## config.mk

```make
export PLATFORM = sky130hd
export DESIGN_NAME = mux_rr_scheduler
export DESIGN_NICKNAME = d
export VERILOG_FILES = /design/src/rtl/mux_sched_pkg.sv /design/src/rtl/rr_pick.sv /design/src/rtl/mux_rr_scheduler.sv
export SDC_FILE = /design/constraint.sdc
export NUM_CORES = 1
export LEC_CHECK = 0
export BUFFER_PORTS_ARGS = -buffer_cell sky130_fd_sc_hd__buf_2
export CAP_MARGIN = 30
export CORE_MARGIN = 1.5
export CORE_UTILIZATION = 30
export CTS_CLUSTER_SIZE = 28
export DETAILED_ROUTE_END_ITERATION = 7
export GPL_ROUTABILITY_DRIVEN = 0
export GPL_TIMING_DRIVEN = 0
export HOLD_SLACK_MARGIN = 0.02
export SLEW_MARGIN = 5
export SYNTH_ARGS = -nofsm -noshare
export SYNTH_HDL_FRONTEND = slang
export SYNTH_SLANG_ARGS = --single-unit
```

## constraint.sdc

```tcl
create_clock -name clk -period 1.8 [get_ports clk]
set_input_delay 0.09 -clock clk [delete_from_list [all_inputs] [get_ports clk]]
set_output_delay 0.09 -clock clk [all_outputs]
set_load 0.1 [all_outputs]
```

## src/rtl/mux_sched_pkg.sv

```systemverilog
// Shared constants, state encoding and helpers for the round-robin mux scheduler.
package mux_sched_pkg;

    localparam int NUM_REQ  = 4;
    localparam int SEL_W    = 2;
    localparam int SETTLE_W = 4;   // holds SETTLE_CYC up to 15
    localparam int HOLD_W   = 8;   // holds HOLD_MAX up to 255

    typedef enum logic [1:0] {
        IDLE   = 2'd0,
        SETTLE = 2'd1,
        GRANT  = 2'd2
    } state_e;

    function automatic logic [NUM_REQ-1:0] onehot(input logic [SEL_W-1:0] idx);
        return NUM_REQ'(1) << idx;
    endfunction

endpackage

```

## src/rtl/rr_pick.sv

```systemverilog
// Combinational round-robin picker: first asserted request after 'last', wrapping modulo 4.
module rr_pick
    import mux_sched_pkg::*;
(
    input  logic [NUM_REQ-1:0] req,
    input  logic [SEL_W-1:0]   last,
    output logic [SEL_W-1:0]   winner,
    output logic               any
);

    logic [SEL_W-1:0]   cand_idx [NUM_REQ];
    logic [NUM_REQ-1:0] cand_hit;

    // Position gi in the scan order is index last+1+gi; the index wraps through the select width.
    for (genvar gi = 0; gi < NUM_REQ; gi++) begin : g_rot
        assign cand_idx[gi] = last + SEL_W'(gi + 1);
        assign cand_hit[gi] = req[cand_idx[gi]];
    end

    always_comb begin
        winner = '0;
        for (int k = NUM_REQ - 1; k >= 0; k--) begin
            if (cand_hit[k]) begin
                winner = cand_idx[k];
            end
        end
    end

    assign any = |req;

endmodule

```

## src/rtl/mux_rr_scheduler.sv

```systemverilog
// Round-robin scheduler driving the selects of a shared 4:1 mux, with settle delay before out_valid.
// Optional grant-hold timeout is built in when MUX_SCHED_TIMEOUT_EN is defined.
module mux_rr_scheduler
    import mux_sched_pkg::*;
#(
    parameter int SETTLE_CYC = 2,
    parameter int HOLD_MAX   = 8
) (
    input  logic               clk,
    input  logic               rst,
    input  logic [NUM_REQ-1:0] req,
    output logic               s0,
    output logic               s1,
    output logic [NUM_REQ-1:0] gnt,
    output logic               out_valid,
    output logic               busy
);

    if (SETTLE_CYC < 0 || SETTLE_CYC > 15 || HOLD_MAX < 1 || HOLD_MAX > 255) begin : g_param_err
        $error("mux_rr_scheduler: SETTLE_CYC must be 0..15 and HOLD_MAX 1..255");
    end

    state_e               state_q, state_d;
    logic [SEL_W-1:0]     sel_q, sel_d;
    logic [SEL_W-1:0]     last_q, last_d;
    logic [NUM_REQ-1:0]   gnt_q, gnt_d;
    logic [SETTLE_W-1:0]  cnt_q, cnt_d;
    logic                 out_valid_q, out_valid_d;
    logic                 busy_q, busy_d;

    logic [NUM_REQ-1:0]   req_cand;
    logic [SEL_W-1:0]     pick_winner;
    logic                 pick_any;
    logic                 owner_req;
    logic                 preempt;
    logic                 issue;

    // The current owner is masked out so a handover or preemption never re-picks it.
    assign req_cand  = req & ~gnt_q;
    assign owner_req = |(req & gnt_q);

    rr_pick u_pick (
        .req    (req_cand),
        .last   (last_q),
        .winner (pick_winner),
        .any    (pick_any)
    );

`ifdef MUX_SCHED_TIMEOUT_EN
    logic [HOLD_W-1:0] hold_q, hold_d;
    logic [HOLD_W-1:0] hold_inc;

    assign hold_inc = (hold_q == HOLD_W'(HOLD_MAX)) ? hold_q : hold_q + HOLD_W'(1);
    // hold_inc reaching HOLD_MAX means this is the HOLD_MAX-th valid cycle of the grant.
    assign preempt  = (state_q == GRANT) && (hold_inc == HOLD_W'(HOLD_MAX)) && pick_any;

    always_comb begin
        hold_d = '0;
        if (state_q == GRANT && state_d == GRANT && !issue) begin
            hold_d = hold_inc;
        end
    end

    always_ff @(posedge clk) begin
        if (rst) begin
            hold_q <= '0;
        end else begin
            hold_q <= hold_d;
        end
    end
`else
    assign preempt = 1'b0;
`endif

    always_ff @(posedge clk) begin
        if (rst) begin
            state_q     <= IDLE;
            sel_q       <= '0;
            last_q      <= SEL_W'(NUM_REQ - 1);
            gnt_q       <= '0;
            cnt_q       <= '0;
            out_valid_q <= 1'b0;
            busy_q      <= 1'b0;
        end else begin
            state_q     <= state_d;
            sel_q       <= sel_d;
            last_q      <= last_d;
            gnt_q       <= gnt_d;
            cnt_q       <= cnt_d;
            out_valid_q <= out_valid_d;
            busy_q      <= busy_d;
        end
    end

    always_comb begin
        state_d = state_q;
        issue   = 1'b0;
        case (state_q)
            IDLE: begin
                if (pick_any) begin
                    issue = 1'b1;
                end
            end
            SETTLE: begin
                if (!owner_req) begin
                    state_d = IDLE;
                end else if (cnt_q <= SETTLE_W'(1)) begin
                    state_d = GRANT;
                end
            end
            GRANT: begin
                if (!owner_req || preempt) begin
                    if (pick_any) begin
                        issue = 1'b1;
                    end else begin
                        state_d = IDLE;
                    end
                end
            end
            default: state_d = IDLE;
        endcase
        if (issue) begin
            state_d = (SETTLE_CYC == 0) ? GRANT : SETTLE;
        end
    end

    // Selects only move on a fresh grant; leaving to IDLE clears gnt but keeps sel.
    always_comb begin
        sel_d  = sel_q;
        gnt_d  = gnt_q;
        last_d = last_q;
        cnt_d  = cnt_q;
        if (issue) begin
            sel_d  = pick_winner;
            gnt_d  = onehot(pick_winner);
            last_d = pick_winner;
            cnt_d  = SETTLE_W'(SETTLE_CYC);
        end else if (state_d == IDLE) begin
            gnt_d = '0;
        end else if (state_q == SETTLE) begin
            cnt_d = cnt_q - SETTLE_W'(1);
        end
        out_valid_d = (state_d == GRANT);
        busy_d      = (state_d != IDLE);
    end

    assign s0        = sel_q[0];
    assign s1        = sel_q[1];
    assign gnt       = gnt_q;
    assign out_valid = out_valid_q;
    assign busy      = busy_q;

endmodule
```

## Word level (Yosys, flattened, before mapping)

Index checks and enable logic that the tools add are counted.

- Register bits after elaboration: 16
- Input port bits: 6
- Word-level logic and storage cells: 62

- Add/sub/neg operators: 4
- Magnitude comparators: 5
- Equal/unequal tests: 4
- Shift operators: 1
- Muxes and demuxes: 26
- Bitwise operators: 4
- Reduce and logical (&&, ||, !) cells: 10

Operators with widths:

| operator | number |
|---|---|
| two-way mux 2 bit | 12 |
| < comparator 2 x 3 -> 1 bit, second input constant | 4 |
| AND 4 bit | 2 |
| binary-select mux 1 bit (select 2 bit) | 4 |
| two-way mux 4 bit | 2 |
| OR reduction 4 bit | 2 |
| two-way mux 1 bit | 6 |
| case mux 2 bit (3 select lines) | 1 |
| nonzero test 2 bit | 3 |
| adder 2 bit, second input constant | 2 |
| equality test 2 bit, second input constant | 2 |
| <= comparator 4 x 1 -> 1 bit, second input constant | 1 |
| logical NOT 2 bit | 2 |
| NOT 4 bit | 1 |
| AND reduction 2 bit | 2 |
| left shift 1 x 2 -> 4 bit, first input constant | 1 |
| subtractor 4 x 1 -> 4 bit, second input constant | 1 |
| adder 2 x 1 -> 2 bit, second input constant | 1 |
| equality test 2 x 1 -> 1 bit, second input constant | 1 |
| inequality test 2 bit, second input constant | 1 |
| case mux 1 bit (2 select lines) | 1 |
| OR reduction 2 bit | 1 |
| NOT 1 bit | 1 |

## Longest topological paths before layout

Gate-level depths: netlist (run 1).

- Word-level depth: 10
- Mapped depth: 6
- Depth with buffers taken out: 6

## Modules after synthesis

From an unflattened synthesis (run 1), not the netlist that was laid out.

- Cells, all modules: 95
- Area total of the unflattened synthesis: 850.8 um^2

By module, submodules not included:

| module | instances | cells each | area each (um^2) | sequential area each (um^2) |
|---|---|---|---|---|
| mux_rr_scheduler | 1 | 81 | 759.5 | 320.3 |
| rr_pick | 1 | 14 | 91.3 | 0.0 |

## Worst setup path after synthesis (run 1)

OpenSTA, ideal clock, no wires.

- Path kind: reg2reg
- From: reg gnt_q[3] (netlist: gnt[3])
- To: reg sel_q[1]
- Library setup time: 0.071 ns
- Data arrival time: 1.979 ns
- Required time: 1.729 ns
- Slack: -0.250 ns
- Stages on the path, launching flop included: 6
- Cells stage by stage: dfxtp_1 > nor2b_1 > nor4_4 > or3_4 > nand2_1 > a21oi_1

- Longest elaborated chain between the ends: 8
- Elaborated cells between the ends (all ways): 20
- Classes of those cells: 15 x mux; 3 x bitwise; 2 x reduce/logical

Ends and longest elaborated chain:

| what | line | text |
|---|---|---|
| start: declaration | mux_rr_scheduler.sv:26 | `logic [NUM_REQ-1:0] gnt_q, gnt_d;` |
| start signal: assignment | mux_rr_scheduler.sv:88 | `gnt_q <= gnt_d;` |
| NOT 4 bit | mux_rr_scheduler.sv:39 | `assign req_cand = req & ~gnt_q;` |
| AND 4 bit | mux_rr_scheduler.sv:39 |  |
| binary-select mux 1 bit (select 2 bit) | rr_pick.sv:17 | `assign cand_hit[gi] = req[cand_idx[gi]];` |
| two-way mux 1 bit (not written as such) | rr_pick.sv:17 |  |
| two-way mux 2 bit (4 in a row) | rr_pick.sv:23 | `if (cand_hit[k]) begin` |
| end signal: assignment | mux_rr_scheduler.sv:86 | `sel_q <= sel_d;` |
| end: declaration | mux_rr_scheduler.sv:24 | `logic [SEL_W-1:0] sel_q, sel_d;` |

Parallel ways exist; a longest one is shown, timed or not. The select of a mux whose other input is x is not followed.
A chain may end at the register's enable or synchronous reset.

## Worst setup path in the final report (run 1)

- From: reg gnt_q[2] (netlist: gnt[2])
- To: reg gnt_q[1] (netlist: gnt[1])

- Longest elaborated chain between the ends: 10
- Elaborated cells between the ends (all ways): 29
- Classes of those cells: 1 x shift; 21 x mux; 3 x bitwise; 4 x reduce/logical

Ends and longest elaborated chain:

| what | line | text |
|---|---|---|
| NOT 4 bit | mux_rr_scheduler.sv:39 |  |
| AND 4 bit | mux_rr_scheduler.sv:39 |  |
| binary-select mux 1 bit (select 2 bit) | rr_pick.sv:17 |  |
| two-way mux 1 bit (not written as such) | rr_pick.sv:17 |  |
| two-way mux 2 bit (4 in a row) | rr_pick.sv:23 |  |
| left shift 1 x 2 -> 4 bit | mux_sched_pkg.sv:16 | `return NUM_REQ'(1) << idx;` |
| two-way mux 4 bit | mux_rr_scheduler.sv:133 | `if (issue) begin` |

Parallel ways exist; a longest one is shown, timed or not. The select of a mux whose other input is x is not followed.

==> results.rst, run 1 <==
.. list-table::
   :header-rows: 1

   * - Metric
     - Value
   * - Final Worst Setup Slack
     - 244.4 ps
   * - Met1 layer wirelength in the final routing
     - 827 um
   * - Min Tclk post-route
     - 1556 ps
   * - Share of final-layout standard cells stronger than drive strength 1
     - 28.97%
   * - Clock transition at the register clock pins on the worst setup and hold paths after CTS
     - 100 ps
   * - Via count of the first global-routing pass
     - 686
   * - Share of the synthesized netlist area taken by xor and xnor gates
     - 4.281%
   * - Vias after detailed routing
     - 713
   * - RSZ-0062 raised after global routing
     - no
   * - # hold bufs at CTS
     - 0
   * - Width of the chip
     - 55.23 um
   * - Maximum clock skew at final layout
     - 3.581 ps
   * - Launching element type of the critical path
     - register
   * - Wire length of the first global-routing pass
     - 2967 um
   * - H-Tree Level Count
     - 1
   * - Uppermost layer routed
     - met4
   * - Signed area change from the synthesized netlist to the final layout
     - 17.58%
   * - Router iterations before antenna repair
     - 4
   * - Post-Layout Inst Area
     - 962.2 sq um
   * - Count of final setup violators
     - 0
   * - Slew Limit Headroom
     - 67.71%
   * - CTS root buffer
     - clkbuf_4
   * - Synthesized-area fraction occupied by ao, oa, aoi and oai cells
     - 23.39%
   * - Die area
     - 0.003050 sq mm
   * - Non-filler cells in the finished layout
     - 137
   * - Count of buffers inserted at the top-level ports
     - 13
   * - CTS tree
     - built
   * - # IOs
     - 14
   * - Clock Latency Late Sink
     - 300 ps
   * - PD cells
     - 1089 mW/mm^2
   * - Routed wl met3
     - 111 um
   * - Gr ovfl total
     - 0
   * - Number of synthesized register bits
     - 16
   * - IR Drop Worst-Case VDD
     - 564.2 uV
   * - Pin count of the biggest net entering global routing
     - 11
   * - Num Clock Sinks
     - 16
   * - Vertical die dimension
     - 55.23 um
   * - Critical hold path startpoint
     - rst
   * - Number of DRC violations after detailed-routing iteration 0
     - 16
   * - Count of final hold-check violations
     - 0
   * - Core footprint
     - 0.002522 sq mm
   * - Path class of the lowest-slack min-delay path
     - input port to register
   * - HPWL after detailed placement
     - 1320 um
   * - Standby leakage power
     - 0.3570 nW
   * - Max-cap check violation count
     - 0
   * - Detailed-route vias per instance
     - 5.204
   * - Clock buffers created by TritonCTS
     - 3
   * - Sequential Area
     - 325.3 sq um
   * - Number of instances in the placed design
     - 133
   * - Remaining DRCs
     - 0
   * - Launching point of the worst reg2reg path
     - gnt[2]
   * - Count of antenna-violating nets left after detailed routing
     - 0
   * - Global-route usage over all layers
     - 12.35%
   * - Sequential share of the synthesized area
     - 39.14%
   * - Bufs on Longest Clock Path
     - 2
   * - Instance area after placement
     - 925.9 sq um
   * - Critical path required time
     - 2030 ps
   * - Dominant combinational cell family by area after synthesis
     - simple AND/OR/NAND/NOR gates
   * - Detailed-route wire length per cell
     - 12.76 um
   * - Worst Path Max Fanout
     - 7
   * - Arrival time of data at the critical path endpoint
     - 1790 ps
   * - Post-placement worst setup slack
     - 264.4 ps
   * - Starting density of the core
     - 32.44%
   * - Area share of and/or/nand/nor cells after synthesis
     - 27.37%
   * - Count of buffers added by post-CTS timing repair for setup
     - 0
   * - Multi-input combinational cell area
     - 475.5 sq um
   * - Wirelength, routed
     - 1748 um
   * - Cell count after synthesis
     - 90
   * - Met2 Routed Length
     - 770 um
   * - Netlist area before placement
     - 818.3 sq um
   * - Type of the worst setup path
     - register to register
   * - Synth warnings
     - 0
   * - Number of instances resized during post-cts repair
     - 0
   * - Transition time at the pin with the least slew margin
     - 480.7 ps
   * - Antenna diode count
     - 0
   * - Endpoint type of the worst setup path
     - register
   * - Placement Rows
     - 18
   * - Run status
     - finished clean
   * - Final cycle utilization of the critical path
     - 86.42%
   * - Final Net Count
     - 116
   * - Maximum frequency from static timing analysis
     - 642.8 MHz
   * - Count of cell types in the netlist
     - 33
   * - Overall power of the completed layout
     - 1.048 mW
   * - Synth Net Count
     - 98
   * - Initial antenna violation count
     - 0
   * - Origin of the worst setup path
     - gnt[2]
   * - Layout fillers
     - 269
   * - Synth Area in Adders
     - 3.058%
   * - Post-synthesis mux area share
     - 0%
   * - Total negative slack for setup checks
     - 0 ps
   * - Synthesized area per cell
     - 9.092 sq um
   * - Count of final max-slew check failures
     - 0
==> critical path, cell delays in order (launching register included) <==
cell,delay (ps)
dfxtp_2,350
a22oi_2,270
a21oi_2,160
nor3_4,360
o211ai_1,200
o21ai_1,150
==> registers in the layout (all words and copies together), names as in the netlist <==
register,count
cnt_q,4
gnt,4
last_q,2
sel_q,2
state_q,2
busy,1
out_valid,1
==> synth_stat cells <==
cell type,number,area [sq um]
a211oi_1,1,7.510
a21oi_1,6,30.03
a21oi_2,2,17.52
a22oi_2,2,25.02
a31o_1,1,8.760
a31oi_1,1,6.260
a32o_1,2,20.02
and2_1,1,6.260
clkbuf_1,1,3.750
dfxtp_1,16,320.3
ha_1,2,25.02
inv_1,5,18.77
nand2_1,8,30.03
nand2b_1,4,25.02
nor2_1,4,15.01
nor2b_1,2,12.51
nor2b_2,2,17.52
nor3_1,8,40.04
nor3_4,2,32.53
nor4_1,1,6.260
nor4_4,1,21.27
o211ai_1,1,7.510
o21a_1,1,7.510
o21ai_0,3,15.01
o21ai_1,3,15.01
o221ai_1,1,8.760
o22ai_1,1,6.260
o31ai_1,1,7.510
o32ai_1,1,8.760
or2_1,1,6.260
or3_4,1,11.26
xnor2_1,2,17.52
xor2_1,2,17.52
==> stage by stage <==
step                hold WS [ps]  util (%)
finish                     28.49     38.14
global route               42.73     38.14
CTS                        31.13     38.14
detailed placement         343.3     36.71
global placement           338.3     36.71
floorplan                  186.1         -
==> report_power, final <==
part	switching, mW	leakage (nW)	internal (mW)	total, mW
clock	0.125	0.0210	0.123	0.249
sequential	0.0353	0.133	0.391	0.427
combinational	0.273	0.203	0.0996	0.372
==> final timing paths <==
kind                    end  slack [ps]  depth (start not counted)
setup / recovery     gnt[1]         240                          5
hold reg to reg    sel_q[1]         460                          2
setup reg to reg     gnt[1]         240                          5
hold / removal    last_q[1]          30                          3
==> placed cells by master (no fill, tap or decap), types with 2 or more instances in the layout <==
| cell | count |
|---|---|
| xor2_1 | 2 |
| nor3_1 | 8 |
| a21oi_1 | 6 |
| clkbuf_4 | 3 |
| a21oi_2 | 2 |
| o21ai_0 | 3 |
| o21ai_1 | 3 |
| nand2_1 | 8 |
| nor2b_2 | 2 |
| nor3_4 | 2 |
| a32o_1 | 2 |
| dfxtp_2 | 4 |
| inv_1 | 5 |
| buf_2 | 13 |
| nand2b_1 | 4 |
| nor2_1 | 4 |
| ha_1 | 2 |
| a22oi_2 | 2 |
| xnor2_1 | 2 |
| dfxtp_1 | 12 |
| nor2b_1 | 2 |
==> cells by family (layout without fill, tap and decap cells) <==
family,Yosys count,after routing
AO/OA/AOI/OAI,27,27
XOR/XNOR,4,4
adder cells (fa/ha/maj),2,2
buffers and inverters,6,23
flip-flops,16,16
AND/OR/NAND/NOR,35,35
==> layout make-up <==
type / instances / area share [%]
Tap cell: 30 / 3.901
Clock buffer: 4 / 3.771
Multi-Input combinational cell: 68 / 49.41
Sequential cell: 16 / 33.81
Inverter: 5 / 1.951
Timing Repair Buffer: 13 / 6.762
Buffer: 1 / 0.3901
==> layer usage <==
layer | up-vias | global-route usage (%)
met5 | - | 0
met4 | 0 | 5.575
met3 | 7 | 5.152
met2 | 20 | 18.71
met1 | 327 | 15.20
li1 | 359 | -
Power figures use the tool's default switching activity.
==> run 2, diff against run 1 <==
- RECOVER_POWER: unset -> 50
- TNS_END_PERCENT: unset -> 30
==> run 2 against run 1 <==
- sequential cell count did not move
- clock skew barely moved
- count of clock-buffer cells in the layout did not move
- total power barely moved
- sequential power barely moved
- via count rose by 0.14%
- critical endpoint unchanged
- global-route usage did not move
- final cell count did not move
- design area did not move
- combinational power barely moved
==> results.rst, run 2 (synthesis results as in run 1) <==
.. list-table::
   :header-rows: 1

   * - Metric
     - Value
   * - Layout fillers
     - 269
   * - PD cells
     - 1089 mW/mm^2
   * - Path class of the lowest-slack min-delay path
     - input port to register
   * - Wirelength, routed
     - 1745 um
   * - Power dissipated by switching net loads
     - 0.4339 mW
   * - Vias after detailed routing
     - 714
   * - Maximum clock skew at final layout
     - 3.516 ps
   * - Min Tclk post-route
     - 1557 ps
   * - HPWL after detailed placement
     - 1320 um
   * - Clock Latency Late Sink
     - 300 ps
   * - Router iterations before antenna repair
     - 4
   * - Maximum frequency from static timing analysis
     - 642.4 MHz
   * - IR Drop Worst-Case VDD
     - 563.8 uV
   * - Share of total power in sequential cells
     - 40.8%
   * - Width of the chip
     - 55.23 um
   * - Number of instances resized during post-cts repair
     - 0
   * - Placement Rows
     - 18
   * - Launching element type of the critical path
     - register
   * - Initial antenna violation count
     - 0
   * - Vertical die dimension
     - 55.23 um
   * - Final cycle utilization of the critical path
     - 86.48%
   * - # IOs
     - 14
   * - Slew Limit Headroom
     - 64.02%
   * - Slowest-stage cell, CP
     - nor3_4
   * - Count of buffers added by post-CTS timing repair for setup
     - 0
   * - Starting density of the core
     - 32.44%
   * - Cell Int Power
     - 0.6138 mW
   * - Arrival time of data at the critical path endpoint
     - 1790 ps
   * - Number of DRC violations after detailed-routing iteration 0
     - 16
   * - Gr ovfl total
     - 0
   * - Signed area change from the synthesized netlist to the final layout
     - 17.58%
   * - Run status
     - finished clean
   * - H-Tree Level Count
     - 1
   * - Transition time at the pin with the least slew margin
     - 542.1 ps
   * - Detailed-route wire length per cell
     - 12.74 um
   * - Crit-path max cell delay
     - 360 ps
   * - Via count of the first global-routing pass
     - 686
   * - Met2 Routed Length
     - 771 um
   * - Worst Path Max Fanout
     - 7
   * - Switching power share of the total
     - 41.41%
   * - Routed wl met3
     - 110 um
   * - Remaining DRCs
     - 0
   * - Count of final setup violators
     - 0
   * - Max-cap check violation count
     - 0
   * - Part of the total power dissipated in the clock network
     - 23.7%
   * - Clock buffers created by TritonCTS
     - 3
   * - Bufs on Longest Clock Path
     - 2
   * - Detailed-route vias per instance
     - 5.212
   * - Tightest hold margin
     - 28.49 ps
   * - Type of the worst setup path
     - register to register
   * - Most used cells in the layout excluding fill and tap cells
     - dfxtp_1 (12), nor3_1 (8), nand2_1 (8), clkbuf_2 (8), a21oi_1 (6)
   * - Die area
     - 0.003050 sq mm
   * - Core footprint
     - 0.002522 sq mm
   * - Share of final-layout standard cells stronger than drive strength 1
     - 28.97%
   * - Count of final max-slew check failures
     - 0
   * - Antenna diode count
     - 0
   * - Met1 layer wirelength in the final routing
     - 825 um
   * - Final Net Count
     - 116
   * - Endpoint type of the worst setup path
     - register
   * - Clock transition at the register clock pins on the worst setup and hold paths after CTS
     - 100 ps
   * - CTS tree
     - built
   * - Total negative slack for setup checks
     - 0 ps
   * - Most common cell after layout, fill and taps aside
     - dfxtp_1
   * - Critical path required time
     - 2030 ps
   * - # hold bufs at CTS
     - 0
   * - Standby leakage power
     - 0.3518 nW
   * - Pin count of the biggest net entering global routing
     - 11
   * - Count of buffers inserted at the top-level ports
     - 13
   * - Overall power of the completed layout
     - 1.048 mW
   * - CTS root buffer
     - clkbuf_4
   * - RSZ-0062 raised after global routing
     - no
   * - Global-route usage over all layers
     - 12.35%
   * - Num Clock Sinks
     - 16
   * - Cells traversed along the worst timing path
     - a22oi_2, a21oi_2, nor3_4, o211ai_1, o21ai_1
   * - Uppermost layer routed
     - met4
   * - Count of antenna-violating nets left after detailed routing
     - 0
   * - Wire length of the first global-routing pass
     - 2967 um
   * - Count of final hold-check violations
     - 0
   * - Comb pwr share
     - 35.5%
==> run 2: routing by layer <==
layer,vias up,GRT usage (%)
met1,327,15.20
met3,7,5.152
met4,0,5.575
met2,20,18.71
li1,360,-
met5,-,0
==> run 2: worst paths after layout <==
kind | from | slack, ps | cells past startpoint | to
max | gnt[2] | 240 | 5 | gnt[1]
min | rst | 30 | 3 | last_q[1]
max reg2reg | gnt[2] | 240 | 5 | gnt[1]
min reg2reg | sel_q[1] | 460 | 2 | sel_q[1]
==> run 2: worst max-delay path, delay by kind of cell, from the launching register on <==
family,cells,cell delay [ps]
simple gates,1,360
flops,1,350
compound gates,4,780
==> run 2: stage by stage <==
| step | instance area, sq um | util, % | std cells | setup slack (ps) |
|---|---|---|---|---|
| floorplan | 823.3 | - | 90 | 125.0 |
| global placement | 925.9 | 36.71 | 133 | 296.9 |
| detailed placement | 925.9 | 36.71 | 133 | 264.4 |
| CTS | 962.2 | 38.14 | 137 | 235.8 |
| global route | 962.2 | 38.14 | 137 | 146.6 |
| finish | 962.2 | 38.14 | 137 | 243.3 |
==> run 2: cell type report <==
cell class	count	area, sq um	share of cell area, %
Buffer	1	3.754	0.3901
Inverter	5	18.77	1.951
Multi-Input combinational cell	68	475.5	49.41
Timing Repair Buffer	13	65.06	6.762
Clock buffer	4	36.28	3.771
Sequential cell	16	325.3	33.81
Tap cell	30	37.54	3.901
==> run 2: power by group through the flow <==
stage               Combinational, mW  Clock (mW)  Sequential (mW)
finish                          0.371       0.249            0.427
global route                    0.399       0.274            0.433
CTS                             0.373       0.252            0.426
detailed placement              0.372           0            0.434
global placement                0.369           0            0.433
floorplan                       0.164           0            0.576
==> run 3, diff against run 2 <==
- CORE_UTILIZATION: 30 -> 40
==> run 3 against run 2 <==
- die area fell by 24%
- final cell count is 2.2% lower
- worst hold slack better by 16 ps
- via count is 2.5% higher
- global-route usage grew 5.0 points
==> results.rst, run 3 (synthesis results as in run 1) <==
.. list-table::
   :header-rows: 1

   * - Metric
     - Value
   * - Number of instances resized during post-cts repair
     - 0
   * - Arrival time of data at the critical path endpoint
     - 1700 ps
   * - Via count of the first global-routing pass
     - 620
   * - Min Tclk post-route
     - 1480 ps
   * - Clock buffers created by TritonCTS
     - 3
   * - Count of buffers added by post-CTS timing repair for setup
     - 0
   * - Count of final max-slew check failures
     - 0
   * - Register-to-register path setup slack
     - 320 ps
   * - Share of final-layout standard cells stronger than drive strength 1
     - 28.97%
   * - Core footprint
     - 0.001942 sq mm
   * - Transition time at the pin with the least slew margin
     - 569.2 ps
   * - Cells traversed along the worst timing path
     - a22oi_2, a21oi_2, nor3_4, o211ai_1, o21ai_1
   * - Placement Rows
     - 16
   * - Run status
     - finished clean
   * - Maximum frequency from static timing analysis
     - 675.6 MHz
   * - Wirelength, routed
     - 1612 um
   * - Pin count of the biggest net entering global routing
     - 11
   * - Endpoint type of the worst setup path
     - register
   * - Max-cap check violation count
     - 0
   * - HPWL after detailed placement
     - 1241 um
   * - Worst Path Max Fanout
     - 7
   * - Critical hold path startpoint
     - rst
   * - IR Drop Worst-Case VDD
     - 466.7 uV
   * - Number of cells on the critical path
     - 5
   * - Crit-path max cell delay
     - 350 ps
   * - Initial antenna violation count
     - 0
   * - Clock Latency Late Sink
     - 280 ps
   * - Launching point of the worst reg2reg path
     - gnt[2]
   * - Number of DRC violations after detailed-routing iteration 0
     - 12
   * - Wire length of the first global-routing pass
     - 2746 um
   * - Count of final setup violators
     - 0
   * - Detailed-route wire length per cell
     - 12.03 um
   * - Clock transition at the register clock pins on the worst setup and hold paths after CTS
     - 90 ps
   * - Slew Limit Headroom
     - 61.76%
   * - # hold bufs at CTS
     - 0
   * - Non-filler cells in the finished layout
     - 134
   * - Vertical die dimension
     - 48.23 um
   * - Most common cell after layout, fill and taps aside
     - dfxtp_1
   * - Standby leakage power
     - 0.3518 nW
   * - Number of instances in the placed design
     - 130
   * - Launching element type of the critical path
     - register
   * - Bufs on Longest Clock Path
     - 2
   * - Signed area change from the synthesized netlist to the final layout
     - 17.13%
   * - Count of antenna-violating nets left after detailed routing
     - 0
   * - Antenna diode count
     - 0
   * - Die area
     - 0.002326 sq mm
   * - Family of cells with the greatest summed delay on the critical path
     - compound AO/OA/AOI/OAI gates
   * - Origin of the worst setup path
     - gnt[2]
   * - CTS tree
     - built
   * - Most used cells in the layout excluding fill and tap cells
     - dfxtp_1 (12), nor3_1 (8), nand2_1 (8), clkbuf_2 (8), a21oi_1 (6)
   * - Overall power of the completed layout
     - 1.032 mW
   * - Vias after detailed routing
     - 732
   * - Remaining DRCs
     - 0
   * - Num Clock Sinks
     - 16
   * - # IOs
     - 14
   * - Critical R2R Capture
     - gnt[1]
   * - Detailed-route vias per instance
     - 5.463
   * - Worst Setup EP
     - gnt[1]
   * - Count of buffers inserted at the top-level ports
     - 13
   * - Buffers and inverters on the worst path
     - 0
   * - Critical path required time
     - 2020 ps
   * - RSZ-0062 raised after global routing
     - no
   * - Type of the worst setup path
     - register to register
   * - Count of final hold-check violations
     - 0
   * - Path class of the lowest-slack min-delay path
     - input port to register
   * - Global-route usage over all layers
     - 17.32%
   * - Maximum clock skew at final layout
     - 2.518 ps
   * - Final Net Count
     - 116
   * - Post-route core utilization
     - 49.36%
   * - Router iterations before antenna repair
     - 4
   * - Gr ovfl total
     - 0
   * - Slowest-stage cell, CP
     - dfxtp_2
   * - Starting density of the core
     - 42.14%
   * - Final cycle utilization of the critical path
     - 82.23%
   * - H-Tree Level Count
     - 1
   * - CTS root buffer
     - clkbuf_4
   * - PD cells
     - 1077 mW/mm^2
   * - Total negative slack for setup checks
     - 0 ps
   * - Length in cells of the worst reg-to-reg path
     - 5
   * - Width of the chip
     - 48.23 um
## run 3: per-layer routing
metal	vias to the layer above	routed length [um]	track usage [%]
met4	0	34	9.730
met5	-	0	0
met1	348	796	23.94
met3	4	61	3.333
met2	16	720	25.00
li1	364	-	-
## run 3: worst min-delay path, stage by stage
cell and delay (ps):
buf_2 120, a21oi_1 40, nand2_1 50
## run 3: final cells by class
type / instances / area [sq um]
fillers: 212 / 983.4
multi-input cells: 68 / 475.5
flip-flops and latches: 16 / 325.3
repair buffers: 13 / 65.06
clock buffers: 4 / 36.28
well taps: 27 / 33.78
inverters: 5 / 18.77
plain buffers: 1 / 3.754
## run 3: how the worst min path moves through the flow
stage          cells after the start         to
2_1_floorplan                      2  last_q[1]
6_report                           3  last_q[1]
3_3_place_gp                       3  last_q[1]
3_5_place_dp                       3  last_q[1]
4_1_cts                            3  last_q[1]
5_1_grt                            3  last_q[1]
## run 3: through the flow
stage	setup slack [ps]	instance area (sq um)	hold slack [ps]
after CTS	301.2	958.4	34.78
after global routing	182.2	958.4	29.06
after global placement	319.7	922.1	336.7
after floorplan	125.0	823.3	186.1
final	319.8	958.4	44.38
after detailed placement	330.3	922.1	334.4
## run 3: power breakdown
group | internal, mW | switching [mW]
Combinational | 0.0988 | 0.271
Sequential | 0.391 | 0.0362
Clock | 0.123 | 0.112
